## src/rtl/utopia1_phy_cell_source_pkg.sv

```systemverilog
// Shared ATM/Utopia definitions: cell type, PHY source state and the header HEC function.
package utopia1_phy_cell_source_pkg;

  localparam int unsigned CellOctets = 53;
  localparam int unsigned IdxW       = 6;
  localparam logic [IdxW-1:0] LastIdx = IdxW'(CellOctets - 1);

  // Mem[0] is the first octet on the wire and occupies the most significant byte.
  typedef struct packed {
    logic [0:CellOctets-1][7:0] Mem;
  } ATMCellType;

  typedef enum logic [1:0] {
    StIdle,
    StReady,
    StSend
  } UtopiaPhyStateType;

  // CRC-8 (x^8+x^2+x+1), zero seed, MSB first over the four header octets, coset 8'h55.
  function automatic logic [7:0] hec(input logic [31:0] header);
    logic [7:0] crc;
    logic       fb;
    crc = 8'h00;
    for (int i = 31; i >= 0; i--) begin
      fb  = crc[7] ^ header[i];
      crc = {crc[6:0], 1'b0} ^ (fb ? 8'h07 : 8'h00);
    end
    return crc ^ 8'h55;
  endfunction

endpackage

```

## src/rtl/utopia1_phy_cell_source_hec_gen.sv

```systemverilog
// Combinational HEC generator over a 32-bit ATM header.
module atm_hec_gen
  import utopia1_phy_cell_source_pkg::*;
(
  input  logic [31:0] header,
  output logic [7:0]  hec_value
);

  // Wraps the shared package function so every user computes the same HEC.
  always_comb begin
    hec_value = hec(header);
  end

endmodule

```

## src/rtl/utopia1_phy_cell_source.sv

```systemverilog
// Utopia level-1 PHY cell source: double-buffered 53-octet cells streamed under en_n/clav.
module utopia1_phy_cell_source
  import utopia1_phy_cell_source_pkg::*;
#(
  parameter bit          GenHEC = 1'b1,
  parameter int unsigned CntW   = 16
) (
  input  logic            clk,
  input  logic            rst_n,
  input  ATMCellType      cell_in,
  input  logic            cell_valid,
  output logic            cell_ready,
  input  logic            hec_err_inject,
  input  logic            en_n,
  output logic            clav,
  output logic [7:0]      data,
  output logic            soc,
  output logic [CntW-1:0] cell_cnt
);

  UtopiaPhyStateType state_q, state_d;
  ATMCellType        active_q, active_d;
  ATMCellType        pending_q, pending_d;
  logic              pending_full_q, pending_full_d;
  logic [IdxW-1:0]   idx_q, idx_d;
  logic [7:0]        data_q, data_d;
  logic              soc_q, soc_d;
  logic              clav_q, clav_d;
  logic [CntW-1:0]   cell_cnt_q, cell_cnt_d;

  logic       [7:0] gen_hec;
  ATMCellType       load_cell;
  logic             accept;
  logic             issue;

  atm_hec_gen u_hec_gen (
    .header    ({cell_in.Mem[0], cell_in.Mem[1], cell_in.Mem[2], cell_in.Mem[3]}),
    .hec_value (gen_hec)
  );

  // Cell as it will be stored: octet 4 optionally regenerated, then optionally corrupted.
  always_comb begin
    load_cell = cell_in;
    if (GenHEC) begin
      load_cell.Mem[4] = gen_hec;
    end
    load_cell.Mem[4] = load_cell.Mem[4] ^ {7'b0, hec_err_inject};
  end

  assign accept = cell_valid && !pending_full_q;
  // The active buffer is full exactly when the state is not idle.
  assign issue  = !en_n && (state_q != StIdle);

  // Next-state: octet issue and end-of-cell first, then place any accepted cell.
  always_comb begin
    state_d        = state_q;
    active_d       = active_q;
    pending_d      = pending_q;
    pending_full_d = pending_full_q;
    idx_d          = idx_q;
    data_d         = data_q;
    soc_d          = 1'b0;
    cell_cnt_d     = cell_cnt_q;

    if (issue) begin
      data_d = active_q.Mem[idx_q];
      soc_d  = (idx_q == '0);
      if (idx_q == LastIdx) begin
        cell_cnt_d = cell_cnt_q + CntW'(1);
        idx_d      = '0;
        if (pending_full_q) begin
          active_d       = pending_q;
          pending_full_d = 1'b0;
          state_d        = StReady;
        end else begin
          state_d = StIdle;
        end
      end else begin
        idx_d   = idx_q + IdxW'(1);
        state_d = StSend;
      end
    end

    // Decided on the post-issue view so a cell freed at end-of-cell is reused at once.
    if (accept) begin
      if (state_d == StIdle) begin
        active_d = load_cell;
        idx_d    = '0;
        state_d  = StReady;
      end else begin
        pending_d      = load_cell;
        pending_full_d = 1'b1;
      end
    end

    clav_d = (state_d == StReady) || pending_full_d;
  end

  // State and output registers; reset aborts any partial cell.
  always_ff @(posedge clk or negedge rst_n) begin
    if (!rst_n) begin
      state_q        <= StIdle;
      active_q       <= '0;
      pending_q      <= '0;
      pending_full_q <= 1'b0;
      idx_q          <= '0;
      data_q         <= 8'h00;
      soc_q          <= 1'b0;
      clav_q         <= 1'b0;
      cell_cnt_q     <= '0;
    end else begin
      state_q        <= state_d;
      active_q       <= active_d;
      pending_q      <= pending_d;
      pending_full_q <= pending_full_d;
      idx_q          <= idx_d;
      data_q         <= data_d;
      soc_q          <= soc_d;
      clav_q         <= clav_d;
      cell_cnt_q     <= cell_cnt_d;
    end
  end

  assign cell_ready = !pending_full_q;
  assign clav       = clav_q;
  assign data       = data_q;
  assign soc        = soc_q;
  assign cell_cnt   = cell_cnt_q;

endmodule
```

## config.mk

```make
export PLATFORM = sky130hd
export DESIGN_NAME = utopia1_phy_cell_source
export DESIGN_NICKNAME = d
export VERILOG_FILES = /design/src/rtl/utopia1_phy_cell_source_pkg.sv /design/src/rtl/utopia1_phy_cell_source_hec_gen.sv /design/src/rtl/utopia1_phy_cell_source.sv
export SDC_FILE = /design/constraint.sdc
export NUM_CORES = 2
export LEC_CHECK = 0
export BUFFER_PORTS_ARGS = -buffer_cell sky130_fd_sc_hd__buf_2
export CORE_MARGIN = 3
export CORE_UTILIZATION = 59
export DETAILED_ROUTE_END_ITERATION = 16
export HOLD_SLACK_MARGIN = 0.02
export PLACE_DENSITY_LB_ADDON = 0.2
export SLEW_MARGIN = 20
export SYNTH_ARGS = -nofsm -noshare
export SYNTH_HDL_FRONTEND = slang
export SYNTH_SLANG_ARGS = --single-unit
```

## constraint.sdc

```tcl
create_clock -name clk -period 4.5 [get_ports clk]
set_input_delay 0.9 -clock clk [delete_from_list [all_inputs] [get_ports clk]]
set_output_delay 0.9 -clock clk [all_outputs]
set_load 0.02 [all_outputs]
```

==> flow_summary.ini <==
[drt]
routed_wl_um = 108700
num_vias = 27750
via_per_inst = 5.981
ant_nets = 0
detail_route.iter0.violations = 1955
first_pass_iters = 5
drc_errors = 0
wire_per_inst_um = 23.43

[grt]
grt_overflow = 0
antenna_found_initial = 85
grt_pass1_vias = 28801
grt_pass1_wl_um = 166400
grt_use_total = 0.3014
grt_max_degree = 128

[die]
die_h_um = 268.8
placementRows = 95
fp.dieW_um = 268.8
initial_core_util = 0.6016
core_um2 = 67750
pin_count = 456
dieArea_um2 = 72270

[clocking]
cts_resized = 0
cts_hold_buf = 0
htree_levels = 3
cts_buffers = 91
cts_buffer_depth = 3
cts_tree = done
path_clk_slew_ps = 60
clk_latency_ps = 640
root_buffer = clkbuf_16
clock-sinks = 883
cts_setup_buffers = 0

[setup_path]
worstSetupPathType = reg -> reg
critPathTopFamily = simple AND/OR/NAND/NOR gates
required_ps = 4990
r2r_setup_slack_ps = 1050
r2r-end = pending_q[410]
path_max_fanout = 44
cp-end-kind = flip-flop
r2r_start = idx_q[0]
crit_slowest_cell = dfrtp_4
startpoint_type = flip-flop
slowest_delay_ps = 680
cp_data_arrival_time_ps = 3950
rr_worst_depth = 8
crit_path_cell_trace = inv_1 -> ha_1 -> nand3_1 -> or2_1 -> o22ai_1 -> or3b_4 -> buf_4 -> mux2_2
crit_buf_inv = 2

[timing]
rsz0062_at_grt = false
finalSetupTns_ps = 0
skew_ps = 29.87
max-slew-margin-rel = 0.2956
worst_slew_pin_slew_ps = 1049
fin_crit_sh = 0.7677
fin_crit_ps = 3455
setup_viol = 0
slew_violations = 0
max_clock_freq_mhz = 289.5
finalHoldViolations = 0
worst_slack_ps = 1046

[job]
cap_violations = 0

[finish]
drive_gt1_frac = 0.3143
postLayoutCoreUtil = 0.6946
nNetsFinal = 4072
syn_to_final_growth_pct = 15.46

[pwr]
peakVddDrop_uv = 520.8
powerDensity_nw_per_um2 = 500.6
p_leak_nw = 21.48
power.total_mw = 23.56

[run_status]
outcome = completed

[place]
gp_congestion = 0.9206
place_ws_ps = 1078
dp_hpwl_um = 74970
numPortBuffers = 447

[yosys]
synth_top_area_cell = dfrtp_1
syn_nets = 3706
synth.ff_latch_count = 883
synth-edff-count = 0
yosysWarningCount = 0
synth_top_area_share = 0.5422
synthTopCellsByArea = dfrtp_1, mux2i_1, mux2_2, o21ai_0, mux4_2
netlist-cell-type-count = 49
syn_inst = 3274
syn_area_um2 = 40760
synth-seq-area-share = 0.5422
ys_async_sr_fraction = 1.000
syn_area_per_cell_um2 = 12.45
synthFlopType = dfrtp_1

[min_path]
min_path_type = in -> async
[through the flow]
step | hold WS, ps | std cells | cell area (um2)
global placement | 459.5 | 4420 | 43880
floorplan | 450.7 | 3274 | 40760
detailed placement | 462.7 | 4420 | 43880
finish | 357.8 | 4640 | 47060
CTS | 398.1 | 4577 | 46900
global route | 416.2 | 4623 | 47020
[metal layers]
metal / global-route usage / share of wire / vias up
met4: 0.1346 / 0.034 / 46
met3: 0.07720 / 0.073 / 217
li1: - / - / 12475
met2: 0.4839 / 0.49 / 861
met5: 0 / 0.0028 / -
met1: 0.3909 / 0.40 / 14151
[report_power, final]
group	switching, mW	internal (mW)	total [mW]
Clock	3.07	4.56	7.63
Sequential	1.02	9.85	10.9
Combinational	2.43	2.64	5.06
[cell usage after synthesis (all sizes together), types with 12 or more instances]
master,instances
a22oi,30
mux2i,474
dfrtp,883
clkbuf,77
buf,161
and2,13
a21oi,29
nand2,447
mux2,417
xnor3,16
mux4,83
a211oi,12
xor2,14
nor2,18
o21ai,449
xnor2,54
[layout by cell type, fill, tap and decap left out, drive strengths merged, types with 54 or more instances in the layout]
cell type  netlist  layout
diode            0      63
mux2i          474     474
mux4            83      83
clkbuf          77     132
nand2          447     447
o21ai          449     449
xnor2           54      54
mux2           417     417
dfrtp          883     883
buf            161     511
[logic make-up after synthesis]
logic type / share of synthesized area
AOI/OAI and AO/OA: 0.07463
adders and majority gates: 0.0009211
xor gates and xnor gates: 0.02554
muxes: 0.2775
and+or+nand+nor: 0.05056
DFF: 0.5422
buffers and inverters: 0.02870
[final cells by class]
| class | instances | area (um2) |
|---|---|---|
| diodes | 63 | 157.7 |
| clock buffers | 132 | 2673 |
| clock inverters | 25 | 347.8 |
| fillers | 4899 | 20690 |
| inverters | 10 | 37.54 |
| multi-input cells | 2143 | 17510 |
| flip-flops and latches | 883 | 22110 |
| well taps | 873 | 1092 |
| repair buffers | 511 | 3141 |
[registers in the layout, indices dropped and copies added, names as in the netlist]
| register | cells |
|---|---|
| active_q | 424 |
| data | 8 |
| state_q | 2 |
| pending_q | 424 |
| clav | 1 |
| cell_cnt | 16 |
| pending_full_q | 1 |
| soc | 1 |
| idx_q | 6 |
[worst max-delay path by stage]
stage | start | endpoint | slack [ps] | cells past startpoint
detailed placement | idx_q[0] | pending_q[100] | 1080 | 8
finish | idx_q[0] | pending_q[410] | 1050 | 8
global route | idx_q[0] | pending_q[82] | 890 | 8
floorplan | idx_q[0] | pending_q[355] | 1200 | 15
global placement | idx_q[0] | pending_q[74] | 1150 | 8
CTS | idx_q[0] | pending_q[128] | 1090 | 8
Note: power is estimated with default switching activity, not from simulation.
